`src/rtl/nibble_pkg.sv`:
```
// -----------------------------------------------------------------------------
// nibble_pkg
// Shared definitions for the nibble packer: packer state encoding, nibble
// width, the largest supported word size and the word-counter width.
// No ports (package).
// -----------------------------------------------------------------------------
package nibble_pkg;

    localparam int NIBBLE_W    = 4;
    localparam int MAX_NIBBLES = 4;
    localparam int WORD_CNT_W  = 8;
    // Wide enough to hold a nibble count of 0..MAX_NIBBLES.
    localparam int COUNT_W     = 3;

    typedef enum logic [1:0] {
        EMPTY = 2'd0,
        FILL  = 2'd1,
        HOLD  = 2'd2
    } state_t;

endpackage

```
`src/rtl/nibble_packer_if.sv`:
```
// -----------------------------------------------------------------------------
// nibble_packer_if
// Bundles the nibble packer's upstream handshake, flush request and downstream
// word handshake.
//   in_valid/in_data/in_ready : upstream nibble handshake
//   flush                     : request early emission of a partial word
//   out_valid/out_data/
//   out_count/out_ready       : downstream packed-word handshake
//   out_parity                : even parity of out_data (0 unless enabled)
//   word_cnt                  : words handed off, modulo 256
// Modports: master = traffic source/sink around the packer, slave = packer.
// -----------------------------------------------------------------------------
interface nibble_packer_if #(
    parameter int WORD_NIBBLES = 4
) ();
    import nibble_pkg::*;

    logic                             in_valid;
    logic [NIBBLE_W-1:0]              in_data;
    logic                             in_ready;
    logic                             flush;
    logic                             out_valid;
    logic [NIBBLE_W*WORD_NIBBLES-1:0] out_data;
    logic [COUNT_W-1:0]               out_count;
    logic                             out_ready;
    logic                             out_parity;
    logic [WORD_CNT_W-1:0]            word_cnt;

    modport master (
        output in_valid, in_data, flush, out_ready,
        input  in_ready, out_valid, out_data, out_count, out_parity, word_cnt
    );

    modport slave (
        input  in_valid, in_data, flush, out_ready,
        output in_ready, out_valid, out_data, out_count, out_parity, word_cnt
    );

endinterface

```
`src/rtl/nibble_fill_ctr.sv`:
```
// -----------------------------------------------------------------------------
// nibble_fill_ctr
// Counts nibbles collected into the word under construction.
//   clk, rst : clock, synchronous active-high reset
//   i_clr    : clear the count (word emitted); wins over i_inc
//   i_inc    : one more nibble collected
//   o_fill   : current number of collected nibbles
//   o_last   : the next collected nibble completes the word
// -----------------------------------------------------------------------------
module nibble_fill_ctr
    import nibble_pkg::*;
#(
    parameter int WORD_NIBBLES = 4
) (
    input  logic               clk,
    input  logic               rst,
    input  logic               i_clr,
    input  logic               i_inc,
    output logic [COUNT_W-1:0] o_fill,
    output logic               o_last
);

    logic [COUNT_W-1:0] r_fill;

    always_ff @(posedge clk) begin
        if (rst || i_clr) begin
            r_fill <= '0;
        end else if (i_inc) begin
            r_fill <= r_fill + COUNT_W'(1);
        end
    end

    assign o_fill = r_fill;
    assign o_last = (r_fill == COUNT_W'(WORD_NIBBLES - 1));

endmodule

```
`src/rtl/nibble_packer.sv`:
```
// -----------------------------------------------------------------------------
// nibble_packer
// Packs 4-bit nibbles LSB-first into words of WORD_NIBBLES nibbles. A word is
// emitted when full or when flush is requested with at least one nibble
// collected; it is held stable until the downstream accepts it.
//   clk, rst : clock, synchronous active-high reset
//   bus      : nibble_packer_if.slave (upstream, flush, downstream, word_cnt)
// Optional feature: define PACK_PARITY_EN to register even parity of out_data
// into out_parity; otherwise out_parity is tied to 0.
// -----------------------------------------------------------------------------
module nibble_packer
    import nibble_pkg::*;
#(
    parameter int WORD_NIBBLES = 4
) (
    input  logic            clk,
    input  logic            rst,
    nibble_packer_if.slave  bus
);

    localparam int WORD_W = NIBBLE_W * WORD_NIBBLES;

    state_t                r_state;
    state_t                w_state_nxt;
    logic [COUNT_W-1:0]    w_fill;
    logic                  w_last;
    logic                  w_hold;
    logic                  w_in_xfer;
    logic                  w_out_xfer;
    logic                  w_flush_eff;
    logic                  w_emit;
    logic [COUNT_W-1:0]    w_count_nxt;
    logic [WORD_W-1:0]     w_word;
    logic [WORD_W-1:0]     r_acc;
    logic [WORD_W-1:0]     r_out_data;
    logic [COUNT_W-1:0]    r_out_count;
    logic [WORD_CNT_W-1:0] r_word_cnt;

    assign w_hold       = (r_state == HOLD);
    assign bus.in_ready = !w_hold || bus.out_ready;
    assign w_in_xfer    = bus.in_valid && bus.in_ready;
    assign w_out_xfer   = w_hold && bus.out_ready;

    // A flush while a word is held is dropped, not deferred.
    assign w_flush_eff  = bus.flush && !w_hold;
    assign w_count_nxt  = w_fill + COUNT_W'(w_in_xfer);
    assign w_emit       = (w_in_xfer && w_last) ||
                          (w_flush_eff && ((w_fill != '0) || w_in_xfer));

    nibble_fill_ctr #(
        .WORD_NIBBLES (WORD_NIBBLES)
    ) u_fill_ctr (
        .clk    (clk),
        .rst    (rst),
        .i_clr  (w_emit),
        .i_inc  (w_in_xfer && !w_emit),
        .o_fill (w_fill),
        .o_last (w_last)
    );

    // Word as it stands after this cycle's nibble (if any) is slotted in at
    // the current fill position; r_acc keeps unfilled nibbles at zero.
    always_comb begin
        w_word = r_acc;
        if (w_in_xfer) begin
            for (int k = 0; k < WORD_NIBBLES; k++) begin
                if (w_fill == COUNT_W'(k)) begin
                    w_word[NIBBLE_W*k +: NIBBLE_W] = bus.in_data;
                end
            end
        end
    end

    always_ff @(posedge clk) begin
        if (rst) begin
            r_state <= EMPTY;
        end else begin
            r_state <= w_state_nxt;
        end
    end

    always_comb begin
        w_state_nxt = r_state;
        case (r_state)
            EMPTY, FILL: begin
                if (w_emit) begin
                    w_state_nxt = HOLD;
                end else if (w_count_nxt != '0) begin
                    w_state_nxt = FILL;
                end else begin
                    w_state_nxt = EMPTY;
                end
            end
            HOLD: begin
                // A nibble arriving with the hand-off starts the next word.
                if (!w_out_xfer || w_emit) begin
                    w_state_nxt = HOLD;
                end else if (w_count_nxt != '0) begin
                    w_state_nxt = FILL;
                end else begin
                    w_state_nxt = EMPTY;
                end
            end
            default: w_state_nxt = EMPTY;
        endcase
    end

    always_ff @(posedge clk) begin
        if (rst) begin
            r_acc       <= '0;
            r_out_data  <= '0;
            r_out_count <= '0;
            r_word_cnt  <= '0;
        end else begin
            if (w_out_xfer) begin
                r_word_cnt <= r_word_cnt + WORD_CNT_W'(1);
            end
            if (w_emit) begin
                r_out_data  <= w_word;
                r_out_count <= w_count_nxt;
                r_acc       <= '0;
            end else if (w_in_xfer) begin
                r_acc <= w_word;
            end
        end
    end

`ifdef PACK_PARITY_EN
    logic r_parity;

    always_ff @(posedge clk) begin
        if (rst) begin
            r_parity <= 1'b0;
        end else if (w_emit) begin
            r_parity <= ^w_word;
        end
    end

    assign bus.out_parity = r_parity;
`else
    assign bus.out_parity = 1'b0;
`endif

    assign bus.out_valid = w_hold;
    assign bus.out_data  = r_out_data;
    assign bus.out_count = r_out_count;
    assign bus.word_cnt  = r_word_cnt;

endmodule

```
`src/flat_wrapper.sv`:
```
// flat-port wrapper written by rule: the top's interface ports become plain ports
module nibble_packer_flat import nibble_pkg::*;
#(
    parameter int WORD_NIBBLES = 4
)
  (clk, rst, bus_in_valid, bus_in_data, bus_flush, bus_out_ready, bus_in_ready, bus_out_valid, bus_out_data, bus_out_count, bus_out_parity, bus_word_cnt);
  nibble_packer_if #(.WORD_NIBBLES(WORD_NIBBLES)) bus_i ();
  input  logic clk;
  input  logic rst;
  input wire logic [$bits(bus_i.in_valid)-1:0] bus_in_valid;
  input wire logic [$bits(bus_i.in_data)-1:0] bus_in_data;
  input wire logic [$bits(bus_i.flush)-1:0] bus_flush;
  input wire logic [$bits(bus_i.out_ready)-1:0] bus_out_ready;
  output wire logic [$bits(bus_i.in_ready)-1:0] bus_in_ready;
  output wire logic [$bits(bus_i.out_valid)-1:0] bus_out_valid;
  output wire logic [$bits(bus_i.out_data)-1:0] bus_out_data;
  output wire logic [$bits(bus_i.out_count)-1:0] bus_out_count;
  output wire logic [$bits(bus_i.out_parity)-1:0] bus_out_parity;
  output wire logic [$bits(bus_i.word_cnt)-1:0] bus_word_cnt;
  assign bus_i.in_valid = bus_in_valid;
  assign bus_i.in_data = bus_in_data;
  assign bus_i.flush = bus_flush;
  assign bus_i.out_ready = bus_out_ready;
  assign bus_in_ready = bus_i.in_ready;
  assign bus_out_valid = bus_i.out_valid;
  assign bus_out_data = bus_i.out_data;
  assign bus_out_count = bus_i.out_count;
  assign bus_out_parity = bus_i.out_parity;
  assign bus_word_cnt = bus_i.word_cnt;
  nibble_packer #(.WORD_NIBBLES(WORD_NIBBLES)) u_core (.clk(clk), .rst(rst), .bus(bus_i));
endmodule
```
`config.mk`:
```
export PLATFORM = sky130hd
export DESIGN_NAME = nibble_packer_flat
export DESIGN_NICKNAME = d
export VERILOG_FILES = /design/src/rtl/nibble_pkg.sv /design/src/rtl/nibble_packer_if.sv /design/src/rtl/nibble_fill_ctr.sv /design/src/rtl/nibble_packer.sv /design/src/flat_wrapper.sv
export SDC_FILE = /design/constraint.sdc
export NUM_CORES = 1
export LEC_CHECK = 0
export ABC_AREA = 1
export BUFFER_PORTS_ARGS = -buffer_cell sky130_fd_sc_hd__buf_2
export CAP_MARGIN = 20
export CORE_MARGIN = 4
export CORE_UTILIZATION = 40
export DETAILED_ROUTE_END_ITERATION = 6
export PLACE_DENSITY = 0.7
export SETUP_SLACK_MARGIN = 0.02
export SYNTH_ARGS = -nofsm -noshare
export SYNTH_HDL_FRONTEND = slang
export SYNTH_SLANG_ARGS = --single-unit
```
`constraint.sdc`:
```
create_clock -name clk -period 2.2 [get_ports clk]
set_input_delay 0.44 -clock clk [delete_from_list [all_inputs] [get_ports clk]]
set_output_delay 0.44 -clock clk [all_outputs]
set_load 0.05 [all_outputs]
```
==> impl_results.md, run 1 <==
- Worst EP required: 2.42 ns
- Post-synthesis sequential element count: 48
- Ant. Diodes: 0
- Most area-hungry cell type in the Yosys netlist: dfxtp_1
- Placer Congestion: 0.838
- Max Fclk: 515 MHz
- CTS root buf: clkbuf_8
- First-pass GRT wire length: 8.83 mm
- Peak VDD IR: 258 µV
- Post-Synth XOR/XNOR Area: 0.773%
- Final Net Count: 385
- Worst Tran Pin Value: 0.508 ns
- Gate Count Post-Synth: 333
- Total power: 1.81 mW
- Max-slew headroom: 66.1%
- Initial antenna violation count: 0
- FF-to-FF path depth: 7
- CTS tree: yes
- Syn Area/Cell: 6.81 µm²
- R2R Path Start: u_core.u_fill_ctr.o_fill[2]$_SDFFE_PP0P_
- Core outline area: 5510 µm²
- Number of I/O port buffers: 37
- CP startpoint kind: flip-flop
- HP Start: rst
- Clock latency on the worst-skew pair: 0.30 ns
- Sequential share of the synthesized area: 42.4%
- Die X: 83.3 µm
- Final instance area: 2610 µm²
- Layout Area Growth over Synthesis: 14.9%
- Dpl cell area: 2500 µm²
- CTS clock-pin slew for the worst setup and hold paths: 0.09 ns
- Clk buf depth: 2
- Layout cells sized above 1: 15.1%
- Arrival @ worst endpoint: 2.16 ns
- Gr usage total: 15.1%
- Global route total overflow: 0
- Critical path fanouts, max: 19
- RSZ-0062 raised after global routing: false
- Slew Limit Fails: 0
- Clock sink count: 48
- Status: completed
- Compound-gate portion of the synthesized area: 5.85%
- Die ar.: 6940 µm²
- Synth top area cells: dfxtp_1 (42%), nand2_1 (24%), nand3_1 (9.9%), a21oi_1 (5.1%), ha_1 (3.9%)
- CP cell instances: inv_1 -> ha_1 -> nand3_1 -> nand2_1 -> nand2_2 -> nand2_4 -> a21oi_1
- Reg2reg setup slack: 0.26 ns
- Final setup viols: 0
- Min-Delay Path Class: input port to flip-flop
- Row cnt: 27
- Worst Skew: 0.00638 ns
- Worst r2r dst: u_core.u_fill_ctr.o_fill[0]$_SDFFE_PP0P_
- Number of top-level pins: 39
- Delay-heaviest family, CP: simple AND/OR/NAND/NOR gates
- Syn Nets: 349
- Final Hold Vio Count: 0
- Vias: 2101
- Slowest CP cell: dfxtp_1
- Initial drt markers: 99
- Post-layout minimum cycle time: 1.94 ns
- Synth top area share: 42.4%
- # DRC: 0
- TritonRoute pass-1 iters: 4
- Hpwl dp: 3.73 mm
- Setup TNS: 0 ns
- Largest family of logic cells by synthesized area: simple AND/OR/NAND/NOR gates
- Post-CTS setup buffer count: 0
- Starting Density: 41.2%
- Vias in the first global route: 2091
- PD cells: 694 nW/µm²
- H-tree Lvls: 2
- Syn Std Cell Area: 2270 µm²
- Yosys cell types: 24
- Routed WL: 5.14 mm
- WP buf/inv: 1
- Crit end category: flip-flop
- Pin count of the biggest net entering global routing: 31
- Detail Route Antenna Nets: 0
- Slowest stage delay, CP: 0.48 ns
- CTS Buf Count: 5
- YS warnings: 0
- Setup CP Type: flip-flop to flip-flop
- P_leak: 1.38 nW
- WL/cell: 11.6 µm
- Final Cycle Share: 88.2%
- Max capacitance violation total: 0
- Adder-Cell Fraction of Synth Area: 3.86%
- Min-Delay Endpoint: u_core.bus.word_cnt[1]$_SDFFE_PP0P_
- Worst hold path stage count: 2
- Hold buffer count at CTS: 0
- Vias/cell: 4.75
- PostCTS Resize Cnt: 0
- Simple-gate share of the synthesized area: 39.7%
- Mux contribution to synthesized area: 0%
- Die H: 83.3 µm
- Crit path from: u_core.u_fill_ctr.o_fill[2]$_SDFFE_PP0P_
==> cells in the final DEF, fill, tap and decap left out, types with 2 or more instances in the layout <==
master,Yosys,layout
inv_1,20,20
buf_4,3,4
clkbuf_8,0,5
dfxtp_1,48,48
o21ai_0,2,2
xor2_1,2,2
nand4_1,6,6
buf_2,3,37
a21oi_1,23,23
inv_2,2,2
nand2_1,142,142
ha_1,7,7
nor2_1,15,15
nand2_2,2,2
nand3_1,45,45
==> worst max-delay path by stage <==
stage | endpoint | cells after the start | slack [ns]
6_report | u_core.u_fill_ctr.o_fill[0]$_SDFFE_PP0P_ | 7 | 0.26
5_1_grt | u_core.u_fill_ctr.o_fill[0]$_SDFFE_PP0P_ | 7 | 0.10
4_1_cts | u_core.u_fill_ctr.o_fill[0]$_SDFFE_PP0P_ | 7 | 0.27
3_5_place_dp | u_core.u_fill_ctr.o_fill[0]$_SDFFE_PP0P_ | 7 | 0.29
3_3_place_gp | u_core.r_acc[12]$_SDFFE_PP0P_ | 7 | 0.37
2_1_floorplan | u_core.r_state[0]$_SDFF_PP0_ | 12 | 0.24
==> synthesized netlist by cell type <==
master	number
a21boi_0	1
a21oi_1	23
buf_1	2
buf_2	3
buf_4	3
buf_6	2
clkbuf_1	2
conb_1	1
dfxtp_1	48
ha_1	7
inv_1	20
inv_2	2
inv_4	1
nand2_1	142
nand2_2	2
nand2_4	1
nand3_1	45
nand3_2	1
nand4_1	6
nor2_1	15
nor3_1	1
nor3_2	1
o21ai_0	2
xor2_1	2
==> area by class of cell <==
cell class              instances  area [µm²]
fillers                       557        2900
multi-input cells             250        1140
flip-flops and latches         48         961
repair buffers                 41         215
well taps                      72        90.1
inverters                      23        88.8
clock buffers                   6        72.6
clock inverters                 2        35.0
==> per-layer routing <==
layer | vias to the layer above | wire, µm | track usage, %
li1 | 1134 | - | -
met1 | 900 | 2500 | 18.3
met2 | 57 | 2260 | 26.2
met3 | 10 | 307 | 3.97
met4 | 0 | 72 | 4.61
met5 | - | 0 | 0
==> sequential cells by signal, summed over array words and instances, names as in the netlist <==
register / count
u_core.bus.word_cnt: 8
u_core.bus.out_data: 16
u_core.bus.out_count: 3
u_core.r_acc: 16
u_core.r_state: 2
u_core.u_fill_ctr.o_fill: 3
==> power by group <==
group / switching [mW] / internal [mW]
Clock: 0.289 / 0.337
Combinational: 0.203 / 0.0689
Sequential: 0.0166 / 0.893
==> metrics by stage <==
| step | hold WS, ns | util, % | std cells | setup slack [ns] |
|---|---|---|---|---|
| floorplan | 0.458 | - | 333 | 0.242 |
| global placement | 0.448 | 45.4 | 434 | 0.374 |
| detailed placement | 0.447 | 45.4 | 434 | 0.288 |
| CTS | 0.341 | 47.3 | 442 | 0.267 |
| global route | 0.348 | 47.3 | 442 | 0.101 |
| finish | 0.344 | 47.3 | 442 | 0.260 |
==> cells by family after synthesis <==
logic type	after synthesis
fa+ha+maj	7
compound gates	26
flops	48
buf+inv	35
other cells	1
simple gates	214
xor+xnor	2
Note: power is estimated with default switching activity, not from simulation.
==> run 2: changes to the inputs <==
HOLD_SLACK_MARGIN = 0.15   (was default)
REMOVE_ABC_BUFFERS = 1   (was default)
==> run 2 against run 1 <==
  * Largest power group unchanged
  * Worst setup slack gained 0.081 ns
  * Critical path depth stayed put
  * Power is 4.8% lower
  * Non-clock buffer count is 2 higher
  * Final area about the same
  * Fmax increased by 4.4%
  * Register-to-register slack better by 0.08 ns
==> impl_results.md, run 2 (synthesis results as in run 1) <==
- H-tree Lvls: 2 (unchanged)
- Number of top-level pins: 39 (unchanged)
- Final instance area: 2600 µm² (about the same)
- Max Fclk: 538 MHz (+4.4%)
- CP cell instances: inv_1 -> ha_1 -> nand3_1 -> nand2_1 -> nand2_2 -> nand2_4 -> a21oi_1
- Worst Skew: 0.00784 ns (+0.00146 ns)
- Final setup viols: 0 (unchanged)
- PostCTS Resize Cnt: 0 (unchanged)
- Most frequent cells in the layout: nand2_1 (142), dfxtp_1 (48), nand3_1 (45)
- Seq pwr share: 52.9% (+2.6 points)
- Clk network pwr share: 30.9% (-3.7 points)
- Vias/cell: 4.77 (+0.31%)
- Clk buf depth: 2 (unchanged)
- CTS root buf: clkbuf_8
- Final Net Count: 387 (+0.52%)
- Pin count of the biggest net entering global routing: 25 (-19%)
- Slowest stage delay, CP: 0.47 ns (about the same)
- Commonest non-fill, non-tap cell in the layout: nand2_1
- Gr usage total: 15.5% (+0.39 points)
- Comb power frac: 16.2% (+1.1 points)
- Global route total overflow: 0 (unchanged)
- Max capacitance violation total: 0 (unchanged)
- Setup CP Type: flip-flop to flip-flop
- Status: completed
- Initial antenna violation count: 0 (unchanged)
- Starting Density: 41.2% (unchanged)
- Final Cycle Share: 84.5% (-3.7 points)
- Slowest CP cell: dfxtp_1
- Pint: 1.22 mW (-5.9%)
- Placer Congestion: 0.832 (-0.79%)
- WL/cell: 11.5 µm (-1.4%)
- Post-CTS setup buffer count: 0 (unchanged)
- Critical path fanouts, max: 19 (unchanged)
- Worst EP required: 2.42 ns (about the same)
- P_leak: 1.38 nW (about the same)
- Clock latency on the worst-skew pair: 0.30 ns (about the same)
- Filler cell count: 573 (+2.9%)
- WP buf/inv: 1 (unchanged)
- Detail Route Antenna Nets: 0 (unchanged)
- Vias: 2117 (+0.76%)
- Crit end category: flip-flop
- CTS clock-pin slew for the worst setup and hold paths: 0.08 ns (about the same)
- CP startpoint kind: flip-flop
- WHS: 0.346 ns (+0.00213 ns)
- Dpl cell area: 2510 µm² (+0.60%)
- Hpwl dp: 3.74 mm (+0.24%)
- Die H: 83.3 µm (unchanged)
- Slew Limit Fails: 0 (unchanged)
- RSZ-0062 raised after global routing: false
- Delay-heaviest family, CP: simple AND/OR/NAND/NOR gates
- Layout Area Growth over Synthesis: 14.8% (about the same)
- Row cnt: 27 (unchanged)
- Min-Delay Path Class: input port to flip-flop
- Routed WL: 5.09 mm (-0.97%)
- Arrival @ worst endpoint: 2.08 ns (-0.08 ns)
- Die ar.: 6940 µm² (unchanged)
- Post-layout minimum cycle time: 1.86 ns (-0.0815 ns)
- PD cells: 662 nW/µm² (-4.7%)
- Switching Fraction: 29.0% (+0.87 points)
- Total power: 1.72 mW (-4.8%)
- First-pass GRT wire length: 9.18 mm (+3.9%)
- Layout cells sized above 1: 15.3% (+0.19 points)
- Initial drt markers: 134 (+35%)
- Core outline area: 5510 µm² (unchanged)
- Setup TNS: 0 ns (unchanged)
- Number of I/O port buffers: 37 (unchanged)
- # DRC: 0 (unchanged)
- Peak VDD IR: 445 µV (+72%)
- Vias in the first global route: 2123 (+1.5%)
- Ant. Diodes: 0 (unchanged)
- P_sw: 500 µW (-1.8%)
- Die X: 83.3 µm (unchanged)
- CTS Buf Count: 5 (unchanged)
- Hold buffer count at CTS: 0 (unchanged)
- Clock sink count: 48 (unchanged)
- Final Hold Vio Count: 0 (unchanged)
- CTS tree: yes
- TritonRoute pass-1 iters: 4 (unchanged)
[run 2: power by group through the flow]
stage / combinational [mW] / clock, mW / sequential (mW)
after floorplan: 0.160 / 0 / 0.962
after global placement: 0.278 / 0 / 0.930
after detailed placement: 0.279 / 0 / 0.931
after CTS: 0.280 / 0.550 / 0.910
after global routing: 0.311 / 0.584 / 0.914
final: 0.279 / 0.533 / 0.910
[run 2: area by class of cell]
type | instances | area, µm² | area share [%]
multi-input combinational | 250 | 1140 | 43.9
sequential | 48 | 961 | 36.9
inverter | 23 | 88.8 | 3.41
clock buffer | 8 | 90.1 | 3.46
tap | 72 | 90.1 | 3.46
timing repair buffer | 43 | 230 | 8.85
[run 2: final timing paths]
check	startpoint	endpoint	slack (ns)	cells past startpoint
worst max register to register	u_core.u_fill_ctr.o_fill[2]$_SDFFE_PP0P_	u_core.r_acc[6]$_SDFFE_PP0P_	0.34	7
worst min-delay path	rst	u_core.bus.word_cnt[1]$_SDFFE_PP0P_	0.35	2
worst min register to register	u_core.bus.word_cnt[5]$_SDFFE_PP0P_	u_core.bus.word_cnt[5]$_SDFFE_PP0P_	0.46	2
worst max-delay path	u_core.u_fill_ctr.o_fill[2]$_SDFFE_PP0P_	u_core.r_acc[6]$_SDFFE_PP0P_	0.34	7
[run 2: layer usage]
metal  GRT usage [%]  vias to the layer above  part of all wire, %
li1                -                     1138                    -
met1            19.3                      929                   48
met2            26.2                       41                   46
met3            3.47                        9                  4.6
met4            5.65                        0                  1.6
met5               0                        -                    0
[run 2: metrics by stage]
step / setup WS [ns] / instances / util, %
floorplan: 0.0814 / 321 / -
global placement: 0.381 / 436 / 45.6
detailed placement: 0.390 / 436 / 45.6
CTS: 0.360 / 444 / 47.3
global route: 0.196 / 444 / 47.3
finish: 0.341 / 444 / 47.3
==> run 3: changes to the inputs <==
PLACE_DENSITY = 0.72   (was 0.7)
clock period = 1.6 ns   (was 2.2 ns; I/O delays follow)
==> run 3 against run 2 <==
  * Combinational power is 52% higher
  * Fmax rose by 23%
  * Global-route usage down 0.59 points
  * Largest power group unchanged
  * Sequential power up 37%
  * Routed wire length rose by 2.0%
  * Core utilization up 1.8 points
  * Cell count increased by 1.4%
  * Via count grew 3.3%
  * Power is 36% higher
==> impl_results.md, run 3 (synthesis results as in run 1) <==
- Worst setup margin: 0.0853 ns (-0.256 ns)
- Detail Route Antenna Nets: 0 (unchanged)
- Post-layout minimum cycle time: 1.51 ns (-0.344 ns)
- P_sw: 685 µW (+37%)
- Hold buffer count at CTS: 0 (unchanged)
- Setup CP Type: flip-flop to flip-flop
- Arrival @ worst endpoint: 1.75 ns (-0.33 ns)
- Starting Density: 41.2% (unchanged)
- RSZ-0062 raised after global routing: true
- Final Cycle Share: 94.7% (+10 points)
- Worst Skew: 0.00579 ns (-0.00205 ns)
- Layout Utilization: 49.1% (+1.8 points)
- Delay-heaviest family, CP: simple AND/OR/NAND/NOR gates
- HP Start: rst
- Number of I/O port buffers: 37 (unchanged)
- Die H: 83.3 µm (unchanged)
- Worst EP required: 1.84 ns (-0.58 ns)
- Final Net Count: 394 (+1.8%)
- FF-to-FF path depth: 8 (+1)
- CTS tree: yes
- Critical path fanouts, max: 9 (-10)
- Global route total overflow: 0 (unchanged)
- Clock latency on the worst-skew pair: 0.28 ns (-0.02 ns)
- Most common cell on crit path: nand3_1
- Gr usage total: 14.9% (-0.59 points)
- Worst hold path stage count: 2 (unchanged)
- Vias: 2187 (+3.3%)
- Pint: 1.65 mW (+35%)
- Worst r2r dst: u_core.bus.out_data[15]$_SDFFE_PP0P_
- Pin count of the biggest net entering global routing: 20 (-20%)
- Placer Congestion: 0.907 (+9.1%)
- Final Hold Vio Count: 0 (unchanged)
- Switching Fraction: 29.3% (+0.31 points)
- Crit end category: flip-flop
- Layout cells sized above 1: 19.0% (+3.7 points)
- Number of top-level pins: 39 (unchanged)
- CTS Buf Count: 5 (unchanged)
- CTS root buf: clkbuf_8
- First-pass GRT wire length: 8.85 mm (-3.6%)
- Comb power frac: 18.2% (+2.0 points)
- Final setup viols: 0 (unchanged)
- CP cell instances: ha_1 -> ha_2 -> nand3_1 -> nand2_2 -> nand2_4 -> buf_4 -> nand3_1 -> nand2_1
- Status: completed
- Routed WL: 5.20 mm (+2.0%)
- Vias/cell: 4.86 (+1.9%)
- Setup slack at placement: 0.0498 ns (-0.340 ns)
- # DRC: 0 (unchanged)
- Hpwl dp: 3.74 mm (about the same)
- Peak VDD IR: 510 µV (+14%)
- Final instance area: 2700 µm² (+3.9%)
- Ant. Diodes: 0 (unchanged)
- Seq pwr share: 53.6% (+0.7 points)
- Die ar.: 6940 µm² (unchanged)
- Row cnt: 27 (unchanged)
- TritonRoute pass-1 iters: 4 (unchanged)
- H-tree Lvls: 2 (unchanged)
- Vias in the first global route: 2012 (-5.2%)
- Most frequent cells in the layout: nand2_1 (140), nand3_1 (45), dfxtp_1 (45)
- PD cells: 864 nW/µm² (+31%)
- P_leak: 1.42 nW (+3.0%)
- Max capacitance violation total: 0 (unchanged)
- Core outline area: 5510 µm² (unchanged)
- R2R Path Start: u_core.u_fill_ctr.o_fill[0]$_SDFFE_PP0P_
- Slowest stage delay, CP: 0.36 ns (-0.11 ns)
- WP buf/inv: 1 (unchanged)
- Initial drt markers: 103 (-23%)
- CP startpoint kind: flip-flop
- Commonest non-fill, non-tap cell in the layout: nand2_1
- Reg2reg setup slack: 0.09 ns (-0.26 ns)
- Initial antenna violation count: 0 (unchanged)
- Post-CTS setup buffer count: 0 (unchanged)
- WL/cell: 11.5 µm (+0.64%)
- Min-Delay Endpoint: u_core.bus.word_cnt[1]$_SDFFE_PP0P_
- Min-Delay Path Class: input port to flip-flop
- Clock sink count: 48 (unchanged)
- Die X: 83.3 µm (unchanged)
- CTS clock-pin slew for the worst setup and hold paths: 0.08 ns (about the same)
- PostCTS Resize Cnt: 0 (unchanged)
- Max Fclk: 660 MHz (+23%)
- WHS: 0.248 ns (-0.0982 ns)
- Dpl cell area: 2580 µm² (+2.6%)
- Layout Area Growth over Synthesis: 19.3%
- Clk buf depth: 2 (unchanged)
- Clk network pwr share: 28.3% (-2.6 points)
- Slew Limit Fails: 0 (unchanged)
- Slowest CP cell: dfxtp_4
## run 3: cell count changes in the layout (fill, tap and decap cells not counted), sizes merged
cell	delta
clkbuf	-2
inv	-1
clkinv	+1
clkinvlp	+1
buf	+7
## run 3: worst reg2reg max path, stage by stage, from the launching register on
cell and delay (ns):
dfxtp_4 0.36, ha_1 0.20, ha_2 0.18, nand3_1 0.16, nand2_2 0.12, nand2_4 0.12
buf_4 0.17, nand3_1 0.08, nand2_1 0.08
## run 3: area by class of cell
cell class                      count  area [µm²]
Sequential cell                    48         970
Fill cell                         548        2800
Inverter                           23        92.6
Clock inverter                      1        5.00
Tap cell                           72        90.1
Multi-Input combinational cell    250        1170
Timing Repair Buffer               50         303
Clock buffer                        6        72.6
## run 3: how the worst max path moves through the flow
stage | from | endpoint | slack (ns) | cells past startpoint
after floorplan | u_core.r_state[1]$_SDFF_PP0_ | u_core.r_acc[0]$_SDFFE_PP0P_ | -0.44 | 6
after global placement | u_core.u_fill_ctr.o_fill[0]$_SDFFE_PP0P_ | u_core.bus.out_data[15]$_SDFFE_PP0P_ | 0.06 | 10
after detailed placement | u_core.u_fill_ctr.o_fill[0]$_SDFFE_PP0P_ | u_core.bus.out_data[13]$_SDFFE_PP0P_ | 0.05 | 10
after CTS | u_core.u_fill_ctr.o_fill[0]$_SDFFE_PP0P_ | u_core.bus.out_data[13]$_SDFFE_PP0P_ | 0.02 | 10
after global routing | u_core.u_fill_ctr.o_fill[0]$_SDFFE_PP0P_ | u_core.bus.out_data[14]$_SDFFE_PP0P_ | 0.002 | 8
final | u_core.u_fill_ctr.o_fill[0]$_SDFFE_PP0P_ | u_core.bus.out_data[15]$_SDFFE_PP0P_ | 0.09 | 8
## run 3: routing by layer
metal / track usage [%] / vias to the layer above / share of wire (%)
met2: 24.1 / 55 / 44
met5: 0 / - / 0
met3: 3.37 / 9 / 6.0
li1: - / 1148 / -
met1: 20.3 / 975 / 48
met4: 3.57 / 0 / 1.3
## run 3: power groups by stage
stage | sequential (mW) | combinational [mW] | clock, mW
after floorplan | 1.32 | 0.220 | 0
after global placement | 1.28 | 0.404 | 0
after detailed placement | 1.28 | 0.407 | 0
after CTS | 1.25 | 0.409 | 0.694
after global routing | 1.26 | 0.470 | 0.744
final | 1.25 | 0.424 | 0.660
## run 3: metrics by stage
step | power (mW) | cells | TNS (ns)
after floorplan | 1.54 | 321 | -15.06
after global placement | 1.68 | 443 | 0
after detailed placement | 1.69 | 443 | 0
after CTS | 2.35 | 450 | 0
after global routing | 2.47 | 450 | 0
final | 2.34 | 450 | 0
